**src/rtl/bfp16_accumulator.sv**
```systemverilog
// Streaming BFP16 packet reducer: sums in_last-delimited product beats into one
// BFP16 result (truncation rounding) with valid/ready handshakes on both sides.
module bfp16_accumulator #(
  parameter int unsigned CNT_W          = 8,
  parameter bit          CLEAR_ON_EMPTY = 1'b1
) (
  input  logic             clk,
  input  logic             rst,
  input  logic             in_valid,
  output logic             in_ready,
  input  logic [15:0]      in_data,
  input  logic             in_last,
  output logic             out_valid,
  input  logic             out_ready,
  output logic [15:0]      out_data,
  output logic [CNT_W-1:0] out_count,
  output logic             out_nan
);

  localparam logic [15:0] QNAN = 16'h7FC0;

  typedef enum logic [1:0] {S_IDLE, S_ACC, S_HOLD} state_t;

  function automatic logic is_nan(input logic [15:0] x);
    is_nan = (x[14:7] == 8'hFF) && (x[6:0] != 7'd0);
  endfunction

  function automatic logic is_inf(input logic [15:0] x);
    is_inf = (x[14:7] == 8'hFF) && (x[6:0] == 7'd0);
  endfunction

  // Returns {nan_produced, sum}. Mantissas carry 3 guard bits that are
  // truncated after normalisation.
  function automatic logic [16:0] bf_add(input logic [15:0] a, input logic [15:0] b);
    logic              a_nan, b_nan, a_inf, b_inf, swap, sl, ss;
    logic [14:0]       a_mag, b_mag;
    logic [7:0]        el, es, diff;
    logic [10:0]       ml, ms, msh, norm;
    logic [11:0]       sum;
    logic [3:0]        lz;
    logic signed [9:0] re;
    a_nan = is_nan(a);
    b_nan = is_nan(b);
    a_inf = is_inf(a);
    b_inf = is_inf(b);
    a_mag = (a[14:7] == 8'h00) ? '0 : a[14:0];
    b_mag = (b[14:7] == 8'h00) ? '0 : b[14:0];
    swap  = (b_mag > a_mag);
    sl    = swap ? b[15] : a[15];
    ss    = swap ? a[15] : b[15];
    el    = swap ? b_mag[14:7] : a_mag[14:7];
    es    = swap ? a_mag[14:7] : b_mag[14:7];
    ml    = (el == 8'h00) ? '0 : {1'b1, (swap ? b_mag[6:0] : a_mag[6:0]), 3'b000};
    ms    = (es == 8'h00) ? '0 : {1'b1, (swap ? a_mag[6:0] : b_mag[6:0]), 3'b000};
    diff  = el - es;
    msh   = (diff >= 8'd11) ? '0 : (ms >> diff);
    sum   = (sl == ss) ? ({1'b0, ml} + {1'b0, msh}) : ({1'b0, ml} - {1'b0, msh});
    lz = '0;
    for (int unsigned i = 0; i < 11; i++) begin
      if (sum[i]) lz = 4'(10 - i);
    end
    if (sum[11]) begin
      norm = sum[11:1];
      re   = $signed({2'b00, el}) + 10'sd1;
    end else begin
      norm = sum[10:0] << lz;
      re   = $signed({2'b00, el}) - $signed({6'd0, lz});
    end
    if (a_nan || b_nan || (a_inf && b_inf && (a[15] != b[15])))
      bf_add = {1'b1, QNAN};
    else if (a_inf)
      bf_add = {1'b0, a};
    else if (b_inf)
      bf_add = {1'b0, b};
    else if (sum == '0)
      bf_add = {1'b0, a[15] & b[15], 15'd0};
    else if (re <= 0)
      bf_add = {1'b0, sl, 15'd0};
    else if (re >= 10'sd255)
      bf_add = {1'b0, sl, 8'hFF, 7'd0};
    else
      bf_add = {1'b0, sl, re[7:0], norm[9:3]};
  endfunction

  state_t           state_q;
  logic [15:0]      acc_q, acc_d, out_data_q;
  logic [CNT_W-1:0] count_q, count_d, out_count_q;
  logic             nan_q, nan_d, out_nan_q, out_valid_q, in_ready_q;
  logic             accept;
  logic [16:0]      sum_res;

  assign accept  = in_valid && in_ready_q;
  assign sum_res = bf_add(acc_q, in_data);

  always_comb begin
    acc_d   = acc_q;
    count_d = count_q;
    nan_d   = nan_q;
    if (state_q == S_IDLE) begin
      acc_d   = is_nan(in_data) ? QNAN : in_data;
      nan_d   = is_nan(in_data);
      count_d = CNT_W'(1);
    end else begin
      acc_d   = sum_res[15:0];
      nan_d   = nan_q | sum_res[16];
      count_d = (count_q == '1) ? count_q : count_q + 1'b1;
    end
  end

  // Output registers load on the last accepted beat so the result is valid
  // the cycle after, and stay frozen through HOLD.
  always_ff @(posedge clk) begin
    if (rst) begin
      state_q     <= S_IDLE;
      acc_q       <= '0;
      count_q     <= '0;
      nan_q       <= 1'b0;
      out_valid_q <= 1'b0;
      out_data_q  <= '0;
      out_count_q <= '0;
      out_nan_q   <= 1'b0;
      in_ready_q  <= 1'b1;
    end else begin
      case (state_q)
        S_IDLE, S_ACC: begin
          if (accept) begin
            acc_q   <= acc_d;
            count_q <= count_d;
            nan_q   <= nan_d;
            if (in_last) begin
              state_q     <= S_HOLD;
              out_valid_q <= 1'b1;
              in_ready_q  <= 1'b0;
              out_data_q  <= acc_d;
              out_count_q <= count_d;
              out_nan_q   <= nan_d;
            end else begin
              state_q <= S_ACC;
            end
          end
        end
        S_HOLD: begin
          if (out_ready) begin
            state_q     <= S_IDLE;
            out_valid_q <= 1'b0;
            in_ready_q  <= 1'b1;
            count_q     <= '0;
            nan_q       <= 1'b0;
            if (CLEAR_ON_EMPTY) acc_q <= '0;
          end
        end
        default: state_q <= S_IDLE;
      endcase
    end
  end

  assign in_ready  = in_ready_q;
  assign out_valid = out_valid_q;
  assign out_data  = out_data_q;
  assign out_count = out_count_q;
  assign out_nan   = out_nan_q;

endmodule

```
**config.mk**
```make
export PLATFORM = sky130hd
export DESIGN_NAME = bfp16_accumulator
export DESIGN_NICKNAME = d
export VERILOG_FILES = /design/src/rtl/bfp16_accumulator.sv
export SDC_FILE = /design/constraint.sdc
export NUM_CORES = 1
export LEC_CHECK = 0
export CAP_MARGIN = 20
export CELL_PAD_IN_SITES_DETAIL_PLACEMENT = 1
export CELL_PAD_IN_SITES_GLOBAL_PLACEMENT = 1
export CORE_MARGIN = 1.5
export CORE_UTILIZATION = 48
export CTS_BUF_LIST = sky130_fd_sc_hd__clkbuf_8
export DETAILED_ROUTE_END_ITERATION = 8
export PLACE_DENSITY_LB_ADDON = 0.05
export SYNTH_ARGS = -nofsm -noshare
export SYNTH_HDL_FRONTEND = slang
export SYNTH_SLANG_ARGS = --single-unit
```
**constraint.sdc**
```tcl
create_clock -name clk -period 21.7 [get_ports clk]
set_input_delay 4.34 -clock clk [delete_from_list [all_inputs] [get_ports clk]]
set_output_delay 4.34 -clock clk [all_outputs]
set_load 0.02 [all_outputs]
```
# == Word-level counts from Yosys, hierarchy flattened ==
# Cells that the tools add are included.
# classes
addsub,6
magnitude_cmp,4
n_eq_ne,10
shift,2
n_mux,56
bitwise,2
reduce_logical,25
# ops
operator,n
$mux W16,7
$mux W15,4
$mux W8,6
$mux W4,11
$mux W11,3
$logic_not A8 Y1,4
$pmux W16 S2,1
$eq A8 B8 Y1 const B,3
$mux W10,2
$mux W17,1
$pmux W8 S2,1
$gt A15 B15 Y1,1
$logic_not A7 Y1,2
$mux W7,2
$reduce_bool A7 Y1,2
$add A11 B11 Y12,1
$logic_not A12 Y1,1
$mux W12,1
$sub A11 B11 Y12,1
$shl A11 B4 Y10,1
$shr A11 B8 Y11,1
$ge A10 B9 Y1 const B,1
$le A10 B1 Y1 const B,1
$mux W1,10
other kinds (23),37
# totals
regBits,54
input_bits,21
output_inout_bits,27
wordCells,114

# == Logic depth before layout (Yosys ltp) ==
# Gate-level depths: netlist (run 1).
# depth
word_depth,34
ltp_mapped,58

# == Worst setup path before layout (run 1) ==
# No wires, ideal clock.
# synth_timing
path_type,input to register
start,input in_data[11]
end,register acc_q[1]
t_arrival_ns,15.167
required_ns,21.609
setup_slack_ns,6.442
path_stages,57
path_buffers,7
path_cell_list,clkbuf_1 > or4_1 > clkbuf_1 > or2_2 > and2_1 > clkbuf_1 > ha_1 > nand4_1 > a21oi_1 > o21ai_2 > a21oi_2 > buf_2 > clkbuf_1 > clkbuf_1 > a31oi_1 > ha_1 > clkinv_1 > o211ai_1 > [... 21 more ...] > nor2_1 > or3_1 > a31o_2 > nand2_1 > inv_1 > ha_1 > inv_1 > fa_1 > a21o_1 > a21oi_1 > nand2_1 > and2_1 > o2111ai_1 > nand2_1 > a32oi_2 > o211a_2 > o211ai_1 > a311oi_1
# synth_between
elab_chain_cells,33
# synth_lines
item,line,rtl
"start, declared",11,"input logic [15:0] in_data,"
branches (longest 30 deep; another with $gt A15 B15 Y1),n/a,
$mux W16 *,99,if (state_q == S_IDLE) begin
$mux W16 *,126,if (accept) begin
$pmux W16 S2 *,124,case (state_q)
"end signal, assigned",115,acc_q <= '0;
"end signal, assigned",127,acc_q <= acc_d;
"end signal, assigned",149,if (CLEAR_ON_EMPTY) acc_q <= '0;
"end, declared",86,"logic [15:0] acc_q, acc_d, out_data_q;"
# Mark *: on every way between the ends. The select of a mux whose other input is x is not followed.
# A chain may end at the register's enable or synchronous reset.

# == Final worst setup path (run 1) ==
# layout_timing
start,input in_data[9]
end,register out_data_q[6] (netlist: out_data[6])
# layout_between
elab_chain_cells,31
# layout_lines
item,line,rtl
branches (longest 30 deep; another with $gt A15 B15 Y1),n/a,
$mux W16 *,99,
"end signal, assigned",119,out_data_q <= '0;
"end signal, assigned",134,out_data_q <= acc_d;
"end, declared",86,
# Mark *: on every way between the ends.

==> results.json, run 1 <==
{
  "grt_pass1_wl_mm": 42.5,
  "cts_root_buf": "clkbuf_8",
  "cts_buffers": 5,
  "die_area_um2": 14400,
  "fin_hold_ws_ns": 0.464,
  "synth_xor_area_frac": 0.0439,
  "synth_seq_cells": 54,
  "async_reset_ff_frac": 0,
  "dp_hpwl_mm": 20.9,
  "synthAdderAreaFrac": 0.0706,
  "postCtsSetupBuffers": 0,
  "synth_top_family_by_area": "compound AO/OA/AOI/OAI gates",
  "io_pins": 48,
  "die_w_um": 120,
  "place_inst": 1116,
  "clock_skew_ns": 0.0138,
  "final_nets": 1004,
  "start_util": 0.496,
  "ys_seq_area_frac": 0.164,
  "dpl_cell_area_um2": 7050,
  "slew_violations": 0,
  "yosys.area_share.simple": 0.278,
  "area_growth_pct": 8.87,
  "grt_start_max_net_pins": 53,
  "coreArea_um2": 13300,
  "slew_headroom": 0.324,
  "final_layout_size_suffix_gt1_frac": 0.0580,
  "hold_buffers": 0,
  "cp.arrival_ns": 17.76,
  "die_h_um": 120,
  "netlist_area_um2": 6590,
  "viasPerCell": 6.98,
  "portBuffers": 47,
  "postLayoutCellArea_um2": 7170,
  "crit_path_start_kind": "input pin",
  "ys_warn_count": 0,
  "crit_path_max_incr_delay_ns": 0.72,
  "hp-class": "flip-flop to flip-flop",
  "synth-compound-area-share": 0.346,
  "power_density_nw_per_um2": 90.2,
  "worstSkewPairLatency_ns": 0.33,
  "wl_met3_mm": 1.68,
  "p_leak_nw": 2.58,
  "htree_levels": 2,
  "clock_path_buffers": 2,
  "vias": 7845,
  "drtAntennaViolNets": 0,
  "wl_met1_mm": 11.2,
  "drt_iter0_drc": 913,
  "wire_per_inst_um": 23.6,
  "grt_use_total": 0.367,
  "fmaxAchievable_ghz": 0.0571,
  "finalCritPeriodShare": 0.806,
  "overflow": 0,
  "cp_max_fo": 13,
  "ctsResizeCount": 0,
  "end_kind": "flip-flop",
  "drc_errors": 0,
  "finalNonFillerCells": 1124,
  "antenna_found_initial": 0,
  "synth_flop_cell": "dfxtp_1",
  "highest_layer": "met4",
  "yosysUniqueCellTypes": 92,
  "antenna_cells": 0,
  "clk_pin_slew_ns": 0.11,
  "firstDrtPassIters": 5,
  "p_total_w": 0.000647,
  "fin_setup_tns_ns": 0,
  "first_global_vias": 7943,
  "num_rows": 42,
  "rsz0062_at_grt": "no",
  "syn_area_per_cell_um2": 6.94,
  "wl_mm": 26.6,
  "critical_path_required_ns": 21.96,
  "slowest_stage": "nor2_1",
  "dr_wl_met2_mm": 12.9,
  "final_hold_viol_count": 0,
  "synth_cells": 950,
  "cts.sinks": 54,
  "synthMuxAreaShare": 0.0338,
  "syn_nets": 1007,
  "ir_drop_v": 0.0000389,
  "path_class": "input pin to flip-flop",
  "synth_edf_count": 0,
  "maxCapViolations": 0,
  "place_congestion": 1.04,
  "cts_tree": "done",
  "tightest_slew_ns": 1.01,
  "min_period_ns": 17.50,
  "setup_viol": 0,
  "status": "finished, final reports clean"
}
## routing by layer
layer / GRT usage / vias up
met1: 0.470 / 3902
met4: 0.128 / 0
met5: 0 / -
met3: 0.0358 / 61
met2: 0.641 / 341
li1: - / 3541
## sequential cells by signal, indices dropped and copies added (netlist names)
register / count
in_ready: 1
acc_q: 16
nan_q: 1
out_count: 8
out_nan: 1
count_q: 8
out_valid: 1
state_q: 2
out_data: 16
## synth_stat cells (10+ instances only)
| master | number | share of area |
|---|---|---|
| a211oi_1 | 11 | 0.013 |
| a21oi_1 | 76 | 0.058 |
| a22oi_1 | 15 | 0.017 |
| a311oi_1 | 11 | 0.015 |
| a31oi_1 | 14 | 0.013 |
| and3_1 | 12 | 0.011 |
| clkbuf_1 | 45 | 0.026 |
| dfxtp_1 | 54 | 0.16 |
| ha_1 | 34 | 0.065 |
| inv_1 | 36 | 0.021 |
| mux2i_1 | 20 | 0.030 |
| nand2_1 | 96 | 0.055 |
| nand3_1 | 20 | 0.015 |
| nand3b_1 | 10 | 0.011 |
| nor2_1 | 112 | 0.064 |
| nor2b_1 | 12 | 0.011 |
| nor3_1 | 28 | 0.021 |
| nor4_1 | 16 | 0.015 |
| o211ai_1 | 19 | 0.022 |
| o21ai_0 | 54 | 0.041 |
| o22ai_1 | 13 | 0.012 |
| o31ai_1 | 12 | 0.014 |
| or4_1 | 10 | 0.011 |
| xnor2_1 | 25 | 0.033 |
## per-stage QoR
stage,worst slack (ns),util
after floorplan,6.44,-
after global placement,5.04,0.530
after detailed placement,4.21,0.530
after CTS,4.52,0.540
after global routing,3.33,0.540
final,4.20,0.540
## path summary, 6_finish.rpt
check	start	end	slack, ns	depth (start not counted)
max	in_data[9]	out_data[6]	4.20	50
min	out_count[5]	out_count[5]	0.46	2
max reg2reg	acc_q[7]	out_data[6]	8.37	48
min reg2reg	out_count[5]	out_count[5]	0.46	2
## worst max-delay path: cells and delay by family
family / cells / cell delay, ns
adder cells (fa/ha/maj): 6 / 1.99
AND/OR/NAND/NOR: 16 / 4.86
AO/OA/AOI/OAI: 21 / 4.54
XOR/XNOR: 1 / 0.19
multiplexers: 1 / 0.44
buffers and inverters: 5 / 1.39
## placed cells by master (no fill, tap or decap), types with 13 or more instances in the layout
master	synthesis	routed
a21oi_1	76	76
ha_1	34	34
nor2_1	112	112
inv_1	36	36
mux2i_1	20	20
a31oi_1	14	14
nor3_1	28	28
nand2_1	96	96
o211ai_1	19	19
nor4_1	16	16
clkdlybuf4s50_1	0	47
nand3_1	20	20
o21ai_0	54	54
xnor2_1	25	25
a22oi_1	15	15
o22ai_1	13	13
dfxtp_1	54	54
## logic make-up (layout without fill, tap and decap cells)
family / Yosys count / in the layout
and+or+nand+nor: 373 / 373
AOI/OAI and AO/OA: 330 / 330
buffers and inverters: 102 / 100
DFF: 54 / 54
adders and majority gates: 36 / 36
xor gates and xnor gates: 33 / 33
muxes: 22 / 22
## report_power, final
part	switching (W)	internal (W)	total (W)
sequential	0.0000107	0.000107	0.000118
combinational	0.000299	0.000155	0.000454
clock	0.0000375	0.0000381	0.0000756
## cell type report
cell class,instances,area [um2]
Multi-Input combinational cell,794,5090
Timing Repair Buffer,53,515
Sequential cell,54,1080
Clock buffer,6,82.6
Inverter,39,146
Clock inverter,2,38.8
Fill cell,1731,6120
Tap cell,176,220
No activity file was read; power rests on OpenSTA's default activity.
==> run 2, diff against run 1 <==
--- a/config.mk
+++ b/config.mk
@@ -9,7 +9,7 @@
 export CELL_PAD_IN_SITES_DETAIL_PLACEMENT = 1
 export CELL_PAD_IN_SITES_GLOBAL_PLACEMENT = 1
 export CORE_MARGIN = 1.5
-export CORE_UTILIZATION = 48
+export CORE_UTILIZATION = 45
 export CTS_BUF_LIST = sky130_fd_sc_hd__clkbuf_8
 export DETAILED_ROUTE_END_ITERATION = 8
 export PLACE_DENSITY_LB_ADDON = 0.05
==> constraint.sdc (replaced) <==
create_clock -name clk -period 17.5 [get_ports clk]
set_input_delay 3.5 -clock clk [delete_from_list [all_inputs] [get_ports clk]]
set_output_delay 3.5 -clock clk [all_outputs]
set_load 0.02 [all_outputs]
==> results.json, run 2 (synthesis results as in run 1) <==
{
  "drtAntennaViolNets": 0,
  "finalCritPeriodShare": 0.938,
  "antenna_cells": 0,
  "num_rows": 44,
  "final_cell_mix": "nor2_1, nand2_1, a21oi_1",
  "ir_drop_v": 0.0000591,
  "portBuffers": 47,
  "p_leak_nw": 2.58,
  "setup_viol": 0,
  "first_global_vias": 7522,
  "rsz0062_at_grt": "no",
  "firstDrtPassIters": 8,
  "area_growth_pct": 8.85,
  "ctsResizeCount": 0,
  "drc_errors": 0,
  "min_period_ns": 16.41,
  "grt_use_total": 0.333,
  "crit_path_start_kind": "input pin",
  "wire_per_inst_um": 22.9,
  "cp.arrival_ns": 16.62,
  "end_kind": "flip-flop",
  "hold_buffers": 0,
  "postCtsSetupBuffers": 0,
  "clk_pin_slew_ns": 0.10,
  "cp_max_fo": 13,
  "n_fill_cell": 1881,
  "final_hold_viol_count": 0,
  "power_density_nw_per_um2": 110,
  "grt_start_max_net_pins": 53,
  "vias": 7707,
  "cp_common_cell": "ha_1",
  "final_nets": 1005,
  "fin_setup_tns_ns": 0,
  "path_class": "input pin to flip-flop",
  "postLayoutCellArea_um2": 7170,
  "cts.sinks": 54,
  "cts_buffers": 5,
  "clock_skew_ns": 0.0149,
  "fmaxAchievable_ghz": 0.0609,
  "critical_path_required_ns": 17.71,
  "place_congestion": 0.960,
  "status": "finished, final reports clean",
  "io_pins": 48,
  "worstSkewPairLatency_ns": 0.32,
  "cts_tree": "done",
  "clock_path_buffers": 2,
  "cts_root_buf": "clkbuf_8",
  "viasPerCell": 6.81,
  "slew_headroom": 0.368,
  "die_h_um": 124,
  "drt_iter0_drc": 597,
  "fin_hold_ws_ns": 0.465,
  "final_layout_size_suffix_gt1_frac": 0.0591,
  "die_w_um": 124,
  "maxCapViolations": 0,
  "slowest_stage": "nor2_1",
  "slew_violations": 0,
  "tightest_slew_ns": 0.940,
  "antenna_found_initial": 0,
  "coreArea_um2": 14400,
  "start_util": 0.457,
  "wl_mm": 25.9,
  "dpl_cell_area_um2": 7070,
  "grt_pass1_wl_mm": 40.1,
  "dp_hpwl_mm": 20.4,
  "die_area_um2": 15400,
  "overflow": 0,
  "crit_path_max_incr_delay_ns": 0.74,
  "final_common_cell": "nor2_1",
  "hp-class": "flip-flop to flip-flop",
  "htree_levels": 2
}
run 2: cell count changes in the layout (fill, tap and decap cells not counted):
cell | previous run | this run
inv_6 | 1 | 0
clkdlybuf4s50_1 | 47 | 46
clkbuf_8 | 6 | 5
clkinv_4 | 0 | 1
buf_2 | 0 | 1
buf_4 | 6 | 7
run 2: layout make-up:
cell class / count / area (um2) / share of cell area
clock inverter: 2 / 38.8 / 0.00541
multi-input combinational: 794 / 5090 / 0.710
clock buffer: 5 / 68.8 / 0.00959
sequential: 54 / 1080 / 0.151
inverter: 39 / 146 / 0.0204
tap: 184 / 230 / 0.0321
timing repair buffer: 54 / 518 / 0.0722
run 2: final timing paths:
check,slack (ns),cells past startpoint,start,to
setup / recovery,1.09,51,in_data[8],out_data[1]
hold / removal,0.47,2,out_count[7],out_count[7]
setup reg to reg,4.47,49,acc_q[7],out_data[1]
hold reg to reg,0.47,2,out_count[7],out_count[7]
run 2: critical path, delay by kind of cell:
kind / cells / cell delay, ns
buffers and inverters: 4 / 1.15
XOR/XNOR: 1 / 0.19
AND/OR/NAND/NOR: 16 / 4.61
AO/OA/AOI/OAI: 23 / 4.85
multiplexers: 1 / 0.35
adder cells (fa/ha/maj): 6 / 1.95
run 2: routing by layer:
layer / global-route usage / vias to the layer above / routed length [um]
met4: 0.131 / 0 / 949
met2: 0.560 / 313 / 12200
met1: 0.439 / 3772 / 11200
met5: 0 / - / 0
li1: - / 3555 / -
met3: 0.0348 / 67 / 1540
run 2: report_power, final:
part	switching, W	leakage, nW	internal, W
clock	0.0000424	0.0542	0.0000422
sequential	0.0000124	0.441	0.000133
combinational	0.000368	2.09	0.000194
run 2: per-stage QoR:
stage / setup slack, ns / cells / total power, W / util
2_1_floorplan: 3.08 / 950 / 0.000540 / -
3_3_place_gp: 1.72 / 1125 / 0.000676 / 0.490
3_5_place_dp: 1.07 / 1125 / 0.000693 / 0.490
4_1_cts: 1.34 / 1132 / 0.000778 / 0.497
5_1_grt: 0.124 / 1132 / 0.000842 / 0.497
6_report: 1.09 / 1132 / 0.000792 / 0.497
